### src/rtl/delay_cfg_loader.sv
// Serial-to-parallel loader for the keyring delay configuration word.
// Checks the bit count of every load and commits the word only when the count is exact.
module delay_cfg_loader #(
  parameter int N_BITS = 195,
  parameter int CNT_W  = $clog2(N_BITS + 2)
) (
  input  logic              i_clk,
  input  logic              i_rstn,
  input  logic              i_delay_en,
  input  logic              i_delay_cfg,
  output logic [N_BITS-1:0] o_delay_flat,
  output logic              o_cfg_done,
  output logic              o_cfg_err,
  output logic              o_busy
);

  typedef enum logic [1:0] {
    ST_IDLE,
    ST_SHIFT,
    ST_CHECK,
    ST_COMMIT
  } state_t;

  localparam logic [CNT_W-1:0] CNT_ONE  = CNT_W'(1);
  localparam logic [CNT_W-1:0] CNT_FULL = CNT_W'(N_BITS);
  localparam logic [CNT_W-1:0] CNT_SAT  = CNT_W'(N_BITS + 1);

  state_t            state_q, state_d;
  logic [N_BITS-1:0] sh_q, sh_d;
  logic [N_BITS-1:0] flat_q, flat_d;
  logic [CNT_W-1:0]  cnt_q, cnt_d;
  logic              done_q, done_d;
  logic              err_q, err_d;
  logic              busy_q, busy_d;

  always_ff @(posedge i_clk or negedge i_rstn) begin
    if (!i_rstn) begin
      state_q <= ST_IDLE;
      sh_q    <= '0;
      flat_q  <= '0;
      cnt_q   <= '0;
      done_q  <= 1'b0;
      err_q   <= 1'b0;
      busy_q  <= 1'b0;
    end else begin
      state_q <= state_d;
      sh_q    <= sh_d;
      flat_q  <= flat_d;
      cnt_q   <= cnt_d;
      done_q  <= done_d;
      err_q   <= err_d;
      busy_q  <= busy_d;
    end
  end

  always_comb begin
    state_d = state_q;
    case (state_q)
      ST_IDLE:   if (i_delay_en) state_d = ST_SHIFT;
      ST_SHIFT:  if (!i_delay_en) state_d = ST_CHECK;
      ST_CHECK:  state_d = (cnt_q == CNT_FULL) ? ST_COMMIT : ST_IDLE;
      ST_COMMIT: state_d = ST_IDLE;
      default:   state_d = ST_IDLE;
    endcase
  end

  // Busy is registered from the next state so it still tracks SHIFT/CHECK exactly.
  always_comb begin
    sh_d   = sh_q;
    flat_d = flat_q;
    cnt_d  = cnt_q;
    done_d = done_q;
    err_d  = err_q;
    case (state_q)
      ST_IDLE: begin
        if (i_delay_en) begin
          sh_d  = N_BITS'({i_delay_cfg, sh_q} >> 1);
          cnt_d = CNT_ONE;
          err_d = 1'b0;
        end
      end
      ST_SHIFT: begin
        if (i_delay_en) begin
          sh_d = N_BITS'({i_delay_cfg, sh_q} >> 1);
          if (cnt_q != CNT_SAT) cnt_d = cnt_q + CNT_ONE;
        end
      end
      ST_CHECK: begin
        if (cnt_q != CNT_FULL) err_d = 1'b1;
      end
      ST_COMMIT: begin
        flat_d = sh_q;
        done_d = 1'b1;
      end
      default: ;
    endcase
    busy_d = (state_d == ST_SHIFT) || (state_d == ST_CHECK);
  end

  assign o_delay_flat = flat_q;
  assign o_cfg_done   = done_q;
  assign o_cfg_err    = err_q;
  assign o_busy       = busy_q;

endmodule

### config.mk
export PLATFORM = sky130hd
export DESIGN_NAME = delay_cfg_loader
export DESIGN_NICKNAME = d
export VERILOG_FILES = /design/src/rtl/delay_cfg_loader.sv
export SDC_FILE = /design/constraint.sdc
export NUM_CORES = 1
export LEC_CHECK = 0
export BUFFER_PORTS_ARGS = -buffer_cell sky130_fd_sc_hd__buf_4
export CAP_MARGIN = 20
export CELL_PAD_IN_SITES_DETAIL_PLACEMENT = 0
export CELL_PAD_IN_SITES_GLOBAL_PLACEMENT = 1
export CORE_AREA = 2 2 182 184
export CTS_BUF_LIST = sky130_fd_sc_hd__clkbuf_2
export CTS_CLUSTER_DIAMETER = 100
export CTS_CLUSTER_SIZE = 14
export DETAILED_ROUTE_END_ITERATION = 7
export DIE_AREA = 0 0 184 186
export PLACE_DENSITY_LB_ADDON = 0.1
export SLEW_MARGIN = 15
export SYNTH_ARGS = -nofsm -noshare
export SYNTH_HDL_FRONTEND = slang
export SYNTH_SLANG_ARGS = --single-unit
### constraint.sdc
create_clock -name i_clk -period 1.9 [get_ports i_clk]
set_clock_uncertainty 0.15 [all_clocks]
set_input_delay 0.38 -clock i_clk [delete_from_list [all_inputs] [get_ports i_clk]]
set_output_delay 0.38 -clock i_clk [all_outputs]
set_load 0.01 [all_outputs]
* Word-level counts from Yosys, hierarchy flattened
Cells that the tools add are included.
** Operators by class
- Add/sub/neg operators :: 1
- $mul :: 0
- Divide/modulo/power cells :: 0
- Order comparisons :: 0
- Equality and inequality tests :: 12
- Shift-type cells :: 0
- Multiplexer cells :: 11
- Bitwise logic cells :: 0
- Reductions and logical operators :: 8
** Operators with widths (count)
- 2-to-1 mux 8 bit :: 3
- inequality test 8 bit, second input constant :: 2
- one-hot mux 8 bit (2 select lines) :: 1
- adder 8 x 1 -> 8 bit, second input constant :: 1
- equality test 8 bit, second input constant :: 1
- inequality test 2 bit, second input constant :: 4
- one-hot mux 2 bit (4 select lines) :: 1
- equality test 2 bit, second input constant :: 3
- 2-to-1 mux 2 bit :: 3
- equality test 2 x 1 -> 1 bit, second input constant :: 2
- AND reduction 4 bit :: 1
- nonzero test 2 bit :: 2
- AND reduction 3 bit :: 1
- logical NOT 2 bit :: 1
- 2-to-1 mux 1 bit :: 2
- one-hot mux 1 bit (2 select lines) :: 1
- AND reduction 2 bit :: 1
- OR reduction 2 bit :: 1
- logical OR 1 bit :: 1
** Word-level totals
- Bits in registers :: 403
- Bits in latches :: 0
- RAM bits :: 0
- ROM bits :: 0
- Input bits :: 4
- Word-level logic and storage cells :: 39
- Memories kept :: 0

* Longest topological paths before layout
Gate-level depths: netlist of the first run.
- Depth after elaboration :: 5
- Depth in mapped cells :: 6
- Depth with buffers taken out :: 4

* Least setup slack after synthesis of the first run
No wires, ideal clock.
- Kind :: reg-to-reg
- Start :: register cnt_q[0]
- End :: register cnt_q[4]
- Arrival :: 1.253 ns
- Required time :: 1.629 ns
- Setup slack :: 0.376 ns
- Cell stages (with the launch flop) :: 5
- Path buffers :: 0
- Period minus slack after synthesis :: 1.524 ns
- Cell sequence :: dfrtp_1 ha_1 nand3_1 mux2_2 a22o_1
** Between the ends
- Word-level cells in the longest chain between the ends :: 4
** RTL lines
- start: declaration :: line 31 : logic [CNT_W-1:0] cnt_q, cnt_d;
- start signal: assignment :: line 49 : cnt_q <= cnt_d;
- adder 8 x 1 -> 8 bit :: line 85 : if (cnt_q != CNT_SAT) cnt_d = cnt_q + CNT_ONE;
- 2-to-1 mux 8 bit :: line 85
- 2-to-1 mux 8 bit :: line 83 : if (i_delay_en) begin
- one-hot mux 8 bit (2 select lines) :: line 74 : case (state_q)
Several ways; a longest one is shown, not always the timed one. The select of a mux whose other input is x is not followed.
A chain may end at the register's enable or synchronous reset.

* Final worst setup path of the first run
- Start :: register flat_q[180], in the netlist o_delay_flat[180]
- End :: output port o_delay_flat[180]
** RTL lines
- start: declaration :: line 30 : logic [N_BITS-1:0] flat_q, flat_d;
- start signal: assignment :: line 48 : flat_q <= flat_d;
- end: declaration :: line 11 : output logic [N_BITS-1:0] o_delay_flat,
No word-level cell between the ends.

==> results of run 1 <==
[layer usage]
| metal | global-route usage | vias up |
|---|---|---|
| li1 | - | 4653 |
| met1 | 0.249 | 4811 |
| met2 | 0.289 | 175 |
| met3 | 0.0518 | 38 |
| met4 | 0.0448 | 0 |
| met5 | 0 | - |
[cells in the final DEF (no fill, tap or decap), types with 2 or more instances in the layout]
| cell | netlist | final |
|---|---|---|
| buf_4 | 0 | 40 |
| nand3_1 | 5 | 5 |
| buf_12 | 0 | 26 |
| nor2_1 | 5 | 5 |
| ha_1 | 2 | 2 |
| clkbuf_2 | 0 | 37 |
| inv_1 | 4 | 4 |
| mux2_2 | 196 | 196 |
| o311ai_0 | 3 | 3 |
| nand3b_1 | 3 | 3 |
| dlygate4sd3_1 | 0 | 4 |
| nand2_1 | 592 | 592 |
| nand2b_1 | 5 | 4 |
| buf_6 | 16 | 198 |
| o211ai_1 | 3 | 3 |
| dfrtp_1 | 403 | 403 |
| o21ai_0 | 3 | 3 |
[power by group through the flow]
stage               registers (W)  clock network [W]  logic, W
floorplan                 0.00928                  0  0.000654
global placement          0.00929                  0   0.00135
detailed placement        0.00929                  0   0.00137
CTS                       0.00917            0.00327   0.00147
global route              0.00923            0.00356   0.00160
finish                    0.00917            0.00306   0.00144
[what timing repair did]
item | CTS | global route
hold buffers | 5 | 0
setup buffers | 13 | 12
endpoints found under the hold margin | 609 | 0
gates resized for setup | 198 | 0
gates cloned | 0 | 0
pin swaps | 0 | 0
setup endpoints to repair | 198 | 198
[metrics by stage]
step | hold slack, ns | power [W]
global route | 0.0965 | 0.0144
CTS | 0.0525 | 0.0139
detailed placement | 0.143 | 0.0107
global placement | 0.134 | 0.0106
finish | 0.163 | 0.0137
floorplan | -0.0656 | 0.00993
[cell type report]
cell class / instances / area share
flip-flops and latches: 403 / 0.539
multi-input cells: 834 / 0.256
repair buffers: 269 / 0.166
well taps: 408 / 0.0273
clock buffers: 37 / 0.00991
inverters: 4 / 0.000803
clock inverters: 1 / 0.000268
diodes: 1 / 0.000134
[flip-flops by register name (all words and copies together) (netlist names)]
name / flops
o_delay_flat: 195
sh_q: 195
cnt_q: 8
state_q: 2
o_busy: 1
o_cfg_done: 1
o_cfg_err: 1
[kinds of logic after synthesis]
kind of cell | after synthesis
compound gates | 16
buf+inv | 73
simple gates | 618
mux | 198
flops | 403
fa+ha+maj | 2
[worst min-delay path by stage]
stage	slack, ns	to	cells past startpoint
2_1_floorplan	-0.07	cnt_q[0]	0
3_3_place_gp	0.13	o_delay_flat[138]	1
3_5_place_dp	0.14	o_delay_flat[138]	1
4_1_cts	0.05	sh_q[194]	4
5_1_grt	0.1	sh_q[194]	4
6_report	0.16	state_q[1]	3
==> results.json, run 1 <==
{
  "first_global_vias": 9746,
  "maxCapViolations": 0,
  "finalHoldViolCount": 0,
  "fp.dieH_um": 186,
  "synth_cell_type_count": 32,
  "worst_ep_arrival_time_ns": 1.47,
  "power.share.switching": 0.263,
  "clkSlewWorstSetupHoldPaths_ns": 0.27,
  "finalWorstSetupSlack_ns": -0.0957,
  "sequential_cell_area_sq_um": 10100,
  "critical_path.top_delay_family": "flip-flops",
  "path_depth": 1,
  "grt_max_degree": 77,
  "post_synth_and_or_nand_nor_area_fraction": 0.155,
  "worstHoldStart": "i_delay_en",
  "placement_rows": 66,
  "synth-compound-area-share": 0.00802,
  "drt_pass1_iterations": 4,
  "multi_input_logic_area_sq_um": 4780,
  "numPortBuffers": 201,
  "worst_slew_pin_slew_ns": 0.417,
  "post_synth_fa_ha_maj_area_fraction": 0.00164,
  "finalNetCount": 1552,
  "r2r_cells": 4,
  "drive_above_1_share": 0.326,
  "routed-via-count": 9677,
  "synth_ff_type": "dfrtp_1",
  "post_drt_wl_per_cell_um": 15.5,
  "cp-startpoint": "o_delay_flat[180]",
  "avgSynthCellArea_sq_um": 11.7,
  "max_stage_delay_cell_worst_path": "dfrtp_1",
  "critical_path.reg2reg.endpoint": "cnt_q[7]",
  "min_path_type": "input port to register",
  "chipWidth_um": 184,
  "syn-cell-area_sq_um": 15300,
  "synthMostInstantiatedCell": "nand2_1",
  "finalWorstPathRequiredPeriod_ns": 2.00,
  "yosys.area.top_type": "dfrtp_1",
  "floorplan.initialDensity": 0.475,
  "setup_tns_ns": -4.07,
  "postSynthCellCount": 1310,
  "final-max-slew-violation-count": 0,
  "seqPwrFrac": 0.671,
  "setup-violations-final": 162,
  "instance_area_at_placement_sq_um": 17500,
  "crit_end": "o_delay_flat[180]",
  "synth_commonest_cells": "nand2_1, dfrtp_1, mux2_2",
  "clockPowerShare": 0.224,
  "final_area_sq_um": 18700,
  "worstPathRequired_ns": 1.37,
  "postSynthNetCount": 1316,
  "ys_async_sr_fraction": 1.00,
  "netSwitchingPower_w": 0.00360,
  "critical_path_class": "register to primary output",
  "place_ws_ns": 0.232,
  "synth_largest_type_area_fraction": 0.660,
  "worst_r2r_startpoint": "state_q[1]",
  "route.layer.met1.wl_um": 14200,
  "p_int_w": 0.0101,
  "timing.critical_path.from_type": "register",
  "fmax_mhz": 501,
  "synth_top_family_by_area": "simple AND/OR/NAND/NOR gates",
  "synth-seq-cells": 403,
  "fill_cells": 2730,
  "gp_congestion": 0.710,
  "comb_power_share": 0.105,
  "synth.mux.area_fraction": 0.146,
  "synth_edf_count": 0,
  "clock_insertion_delay_worst_skew_ns": 0.84,
  "r2r_slack_ns": 0.19,
  "status": "complete, but fails checks",
  "synth_area_leaders": "dfrtp_1, nand2_1, mux2_2, buf_2, buf_6",
  "cts.htree.levels": 2,
  "power_per_standard_cell_area_nw_per_um2": 731,
  "layoutNonFillerInstCount": 1957,
  "final_core_utilization": 0.580,
  "dpl.hpwl_um": 19400,
  "met2RoutedLength_um": 13800,
  "layout-area-overhead-vs-synth_pct": 22.3,
  "crit_fanout": 2,
  "clock_sink_count": 403,
  "drc_violations_left": 0,
  "cells_along_the_critical_path": "buf_6",
  "unrepaired_setup_endpoints_after_global_routing": "yes",
  "total_detailed_routing_wirelength_um": 30400,
  "period_share": 1.05,
  "place_inst": 1888,
  "boundaryPins": 202,
  "p_leak_nw": 10.3,
  "grt.overflow.total": 0,
  "grt_antenna_before_repair": 1,
  "floorplan.die_area_sq_um": 34200,
  "ant_nets": 0,
  "critical-path-max-stage-delay_ns": 0.49,
  "cts-buffers-inserted": 34,
  "ys_seq_area_frac": 0.660,
  "number_of_violations_reported_at_the_end_of_detailed_routing_iteration_0": 700,
  "synth.yosys.warnings": 0,
  "via_per_inst": 4.94,
  "synth_xor_area_frac": 0,
  "grt_first_pass_wirelength_um": 50400,
  "crit_path_end_kind": "primary output",
  "cts.path.max_buffers": 3,
  "irDropWorstVdd_v": 0.000724,
  "met3_length_um": 1910,
  "failed_checks": "setup timing",
  "grt.total_usage": 0.182,
  "critPathBufInv": 1,
  "ctsRootBufferMaster": "clkbuf_2",
  "slew-limit-headroom": 0.722,
  "cts_tree": "built",
  "design.core.area_sq_um": 32200,
  "top_layer_reached_by_signal_wires": "met4"
}
(Power assumes the default switching activity.)
==> run 2, diff against run 1 <==
--- a/config.mk
+++ b/config.mk
@@ -9,14 +9,14 @@
 export CAP_MARGIN = 20
 export CELL_PAD_IN_SITES_DETAIL_PLACEMENT = 0
 export CELL_PAD_IN_SITES_GLOBAL_PLACEMENT = 1
-export CORE_AREA = 2 2 182 184
+export CORE_AREA = 2 2 251 253
 export CTS_BUF_LIST = sky130_fd_sc_hd__clkbuf_2
 export CTS_CLUSTER_DIAMETER = 100
 export CTS_CLUSTER_SIZE = 14
 export DETAILED_ROUTE_END_ITERATION = 7
-export DIE_AREA = 0 0 184 186
+export DIE_AREA = 0 0 253 255
 export PLACE_DENSITY_LB_ADDON = 0.1
-export SLEW_MARGIN = 15
+export SLEW_MARGIN = 10
 export SYNTH_ARGS = -nofsm -noshare
 export SYNTH_HDL_FRONTEND = slang
 export SYNTH_SLANG_ARGS = --single-unit
==> results.json, run 2 (synthesis results as in run 1) <==
{
  "status": "complete, but fails checks",
  "failed_checks": "setup timing",
  "finalWorstSetupSlack_ns": -0.254,
  "grt_first_pass_wirelength_um": 60100,
  "dpl.hpwl_um": 24100,
  "total_detailed_routing_wirelength_um": 37500,
  "ctsRootBufferMaster": "clkbuf_2",
  "finalNetCount": 1570,
  "min_path_type": "input port to asynchronous set/reset pin",
  "finalHoldViolCount": 0,
  "worst_slew_pin_slew_ns": 0.393,
  "drt_pass1_iterations": 5,
  "r2r_cells": 3,
  "final_core_utilization": 0.312,
  "floorplan.initialDensity": 0.246,
  "floorplan.die_area_sq_um": 64500,
  "power_per_standard_cell_area_nw_per_um2": 722,
  "grt_antenna_before_repair": 2,
  "grt_max_degree": 58,
  "fmax_mhz": 464,
  "chipWidth_um": 253,
  "cts-buffers-inserted": 34,
  "clock_sink_count": 403,
  "critical_path.top_delay_family": "flip-flops",
  "irDropWorstVdd_v": 0.000312,
  "boundaryPins": 202,
  "p_leak_nw": 10.4,
  "worst_ep_arrival_time_ns": 1.62,
  "drive_above_1_share": 0.332,
  "path_depth": 1,
  "grt.overflow.total": 0,
  "crit_fanout": 2,
  "ant_nets": 0,
  "cts.htree.levels": 2,
  "clkSlewWorstSetupHoldPaths_ns": 0.28,
  "cells_along_the_critical_path": "buf_6",
  "final-max-slew-violation-count": 0,
  "maxCapViolations": 0,
  "numPortBuffers": 201,
  "finalWorstPathRequiredPeriod_ns": 2.15,
  "gp_congestion": 0.690,
  "period_share": 1.13,
  "via_per_inst": 4.12,
  "first_global_vias": 10200,
  "crit_path_end_kind": "primary output",
  "setup-violations-final": 198,
  "cts.path.max_buffers": 3,
  "post_drt_wl_per_cell_um": 15.8,
  "drc_violations_left": 0,
  "placement_rows": 92,
  "layout-area-overhead-vs-synth_pct": 26.7,
  "number_of_violations_reported_at_the_end_of_detailed_routing_iteration_0": 459,
  "most-common-layout-cells": "nand2_1, dfrtp_1, buf_6, mux2_2, buf_4",
  "design.core.area_sq_um": 62200,
  "timing.critical_path.from_type": "register",
  "layout.cells.most_common": "nand2_1",
  "max_stage_delay_cell_worst_path": "dfrtp_1",
  "fp.dieH_um": 255,
  "critical-path-max-stage-delay_ns": 0.49,
  "routed-via-count": 9770,
  "clock_insertion_delay_worst_skew_ns": 0.99,
  "worstPathRequired_ns": 1.37,
  "unrepaired_setup_endpoints_after_global_routing": "yes",
  "slew-limit-headroom": 0.738,
  "cts_tree": "built",
  "critical_path_class": "register to primary output",
  "setup_tns_ns": -33.05,
  "grt.total_usage": 0.118,
  "critPathBufInv": 1
}
==> run 2: changes by cell type in the layout (fill, tap and decap cells not counted) <==
cell	previous run	this run
buf_12	26	28
clkinv_1	0	1
buf_16	0	1
clkinv_2	1	0
buf_4	40	53
diode_2	1	3
clkbuf_2	37	38
dlygate4sd3_1	4	6
==> run 2: cell type report <==
type	instances	area, sq um
Tap cell	799	1000
Timing Repair Buffer	287	3290
Antenna cell	3	7.51
Clock buffer	38	190
Inverter	4	15.0
Clock inverter	1	3.75
Sequential cell	403	10100
Fill cell	6409	42800
Multi-Input combinational cell	834	4780
==> run 2: power breakdown <==
group	switching, W	internal, W
Clock	0.00276	0.000516
Sequential	0.000296	0.00889
Combinational	0.000803	0.000714
Total	0.00386	0.0101
==> run 2: layer usage <==
layer / GRT usage / routed length [um] / vias up
li1: - / - / 4687
met1: 0.167 / 18300 / 4886
met2: 0.181 / 16700 / 145
met3: 0.0291 / 1770 / 50
met4: 0.0311 / 694 / 2
met5: 0 / 18 / -
==> run 2: metrics by stage <==
step	total power (W)	cell area [sq um]	hold WS, ns	worst slack, ns	instances
final	0.0140	19400	0.283	-0.254	2369
after global routing	0.0149	19400	0.123	-0.477	2367
after CTS	0.0144	19300	0.0880	-0.479	2353
after detailed placement	0.0108	18200	0.151	0.131	2295
after global placement	0.0108	18200	0.154	0.145	2295
after floorplan	0.00993	15300	-0.0656	0.376	1310
==> run 2: final timing paths <==
check                               endpoint  slack (ns)               from
setup reg to reg           o_delay_flat[118]        0.10         state_q[1]
setup / recovery           o_delay_flat[108]       -0.25  o_delay_flat[108]
max in group asynchronous  o_delay_flat[116]        0.59             i_rstn
hold reg to reg                     sh_q[23]        0.31           sh_q[24]
min in group i_clk                  sh_q[23]        0.31           sh_q[24]
hold / removal             o_delay_flat[113]        0.28             i_rstn
==> run 2: repair_timing <==
| item | 4_1_cts | 5_1_grt |
|---|---|---|
| setup buffers | 12 | 13 |
| hold endpoints to repair | 610 | 0 |
| endpoints found under the setup margin | 198 | 198 |
| hold buffers | 7 | 0 |
| resized for setup | 198 | 0 |
==> run 2: worst min-delay path, cell delays in order <==
cell and delay [ns]:
dlygate4sd3_1 0.52, dlygate4sd3_1 0.58, buf_8 0.13, buf_16 0.24
==> run 3, diff against run 2 <==
--- a/config.mk
+++ b/config.mk
@@ -5,17 +5,19 @@
 export SDC_FILE = /design/constraint.sdc
 export NUM_CORES = 1
 export LEC_CHECK = 0
+export ABC_AREA = 1
 export BUFFER_PORTS_ARGS = -buffer_cell sky130_fd_sc_hd__buf_4
 export CAP_MARGIN = 20
 export CELL_PAD_IN_SITES_DETAIL_PLACEMENT = 0
 export CELL_PAD_IN_SITES_GLOBAL_PLACEMENT = 1
-export CORE_AREA = 2 2 251 253
+export CORE_AREA = 2 2 250 252
 export CTS_BUF_LIST = sky130_fd_sc_hd__clkbuf_2
 export CTS_CLUSTER_DIAMETER = 100
 export CTS_CLUSTER_SIZE = 14
 export DETAILED_ROUTE_END_ITERATION = 7
-export DIE_AREA = 0 0 253 255
+export DIE_AREA = 0 0 252 254
 export PLACE_DENSITY_LB_ADDON = 0.1
+export RECOVER_POWER = 50
 export SLEW_MARGIN = 10
 export SYNTH_ARGS = -nofsm -noshare
 export SYNTH_HDL_FRONTEND = slang
==> results.json, run 3 <==
{
  "synth_largest_type_area_fraction": 0.665,
  "chipWidth_um": 252,
  "dpl.hpwl_um": 24500,
  "drc_violations_left": 0,
  "clock_insertion_delay_worst_skew_ns": 0.96,
  "syn-cell-area_sq_um": 15200,
  "postSynthNetCount": 1547,
  "unrepaired_setup_endpoints_after_global_routing": "yes",
  "worst_slew_pin_slew_ns": 0.689,
  "power_per_standard_cell_area_nw_per_um2": 705,
  "placement_rows": 91,
  "drive_above_1_share": 0.205,
  "design.core.area_sq_um": 61300,
  "ys_seq_area_frac": 0.665,
  "routed-via-count": 10600,
  "grt_max_degree": 100,
  "slew-limit-headroom": 0.539,
  "yosys.area.top_type": "dfrtp_1",
  "finalWorstSetupSlack_ns": -0.260,
  "synth_area_leaders": "dfrtp_1, o21ai_0, nand2_1, inv_1, buf_6",
  "finalHoldViolCount": 0,
  "synthMostInstantiatedCell": "nand2_1",
  "layoutNonFillerInstCount": 2622,
  "critical_path_class": "register to primary output",
  "postSynthCellCount": 1541,
  "critPathBufInv": 1,
  "fmax_mhz": 463,
  "grt.overflow.total": 0,
  "synth_edf_count": 0,
  "place_inst": 2500,
  "critical-path-max-stage-delay_ns": 0.51,
  "ys_async_sr_fraction": 1.00,
  "timing.critical_path.from_type": "register",
  "finalNetCount": 1833,
  "via_per_inst": 4.05,
  "drt_pass1_iterations": 5,
  "max_stage_delay_cell_worst_path": "dfrtp_1",
  "floorplan.die_area_sq_um": 64000,
  "synth_cell_type_count": 19,
  "cts.htree.levels": 2,
  "p_leak_nw": 8.87,
  "grt.total_usage": 0.116,
  "setup-violations-final": 370,
  "layout-area-overhead-vs-synth_pct": 28.0,
  "final-max-slew-violation-count": 0,
  "grt_antenna_before_repair": 1,
  "boundaryPins": 202,
  "ant_nets": 0,
  "irDropWorstVdd_v": 0.000238,
  "crit_fanout": 2,
  "first_global_vias": 10600,
  "number_of_violations_reported_at_the_end_of_detailed_routing_iteration_0": 509,
  "crit_path_end_kind": "primary output",
  "cells_along_the_critical_path": "buf_6",
  "status": "complete, but fails checks",
  "worst_ep_arrival_time_ns": 1.63,
  "fp.dieH_um": 254,
  "critical_path.top_delay_family": "flip-flops",
  "grt_first_pass_wirelength_um": 59500,
  "gp_congestion": 0.690,
  "synth_commonest_cells": "nand2_1, dfrtp_1, o21ai_0",
  "failed_checks": "setup timing",
  "setup_tns_ns": -42.38,
  "finalWorstPathRequiredPeriod_ns": 2.16,
  "floorplan.initialDensity": 0.247,
  "min_path_type": "register to register",
  "synth-seq-cells": 403,
  "post_drt_wl_per_cell_um": 14.1,
  "cts.path.max_buffers": 3,
  "ctsRootBufferMaster": "clkbuf_2",
  "most-common-layout-cells": "nand2_1, dfrtp_1, o21ai_0, inv_1, buf_6",
  "numPortBuffers": 201,
  "clkSlewWorstSetupHoldPaths_ns": 0.27,
  "total_detailed_routing_wirelength_um": 36900,
  "avgSynthCellArea_sq_um": 9.83,
  "clock_sink_count": 403,
  "cts-buffers-inserted": 34,
  "layout.cells.most_common": "nand2_1",
  "worstPathRequired_ns": 1.37,
  "cts_tree": "built",
  "synth_ff_type": "dfrtp_1",
  "period_share": 1.14,
  "synth.yosys.warnings": 0,
  "maxCapViolations": 0
}
[run 3: where the power goes]
group          internal, W  leakage [nW]  switching, W
sequential         0.00884          5.59      0.000175
combinational     0.000530          3.11      0.000757
clock             0.000538         0.166       0.00282
[run 3: per-stage QoR]
| stage | area [sq um] | power (W) | hold WS (ns) | worst slack [ns] | utilization |
|---|---|---|---|---|---|
| after floorplan | 15200 | 0.00967 | -0.0656 | 0.493 | - |
| final | 19400 | 0.0137 | 0.366 | -0.260 | 0.317 |
| after detailed placement | 17900 | 0.0104 | 0.112 | 0.285 | 0.292 |
| after global placement | 17900 | 0.0104 | 0.113 | 0.278 | 0.292 |
| after global routing | 19400 | 0.0145 | 0.386 | -0.452 | 0.317 |
| after CTS | 19300 | 0.0141 | 0.0833 | -0.465 | 0.315 |
[run 3: logic make-up after synthesis]
family	count (synthesis)	share of synthesized area
and+or+nand+nor	442	0.111
DFF	403	0.665
AOI/OAI and AO/OA	399	0.132
buffers and inverters	291	0.0869
xor gates and xnor gates	3	0.00173
adders and majority gates	2	0.00165
muxes	1	0.000990
[run 3: area by class of cell]
type | instances | area, sq um
fill | 6418 | 41900
sequential | 403 | 10100
multi-input combinational | 847 | 3750
timing repair buffer | 338 | 3600
tap | 790 | 988
inverter | 203 | 762
clock buffer | 40 | 200
antenna | 1 | 2.50
[run 3: repair_timing]
action,4_1_cts,5_1_grt
gates resized for setup,199,1
pin swaps,0,0
hold endpoints to repair,610,0
buffers inserted,45,28
endpoints found under the setup margin,198,198
hold buffers,8,0
gates cloned,0,0
[run 3: final timing paths]
check | startpoint | end | slack [ns] | depth (start not counted)
setup reg to reg | state_q[0] | o_delay_flat[136] | 0.02 | 3
hold / removal | sh_q[126] | sh_q[126] | 0.37 | 2
max in group asynchronous | i_rstn | sh_q[133] | -0.13 | 6
hold reg to reg | sh_q[126] | sh_q[126] | 0.37 | 2
setup / recovery | o_delay_flat[71] | o_delay_flat[71] | -0.26 | 1
min in group asynchronous | i_rstn | sh_q[64] | 0.53 | 4
[run 3: metal layers]
metal / GRT usage / wire (um)
met1: 0.164 / 18100
met2: 0.174 / 16100
met3: 0.0325 / 2150
met4: 0.0296 / 645
met5: 0 / 0
[run 3: worst register-to-register path, cell delays in order (launching register included)]
cell     delay (ns)
dfrtp_1        0.50
nand2_2        0.54
buf_4          0.46
o21ai_0        0.15
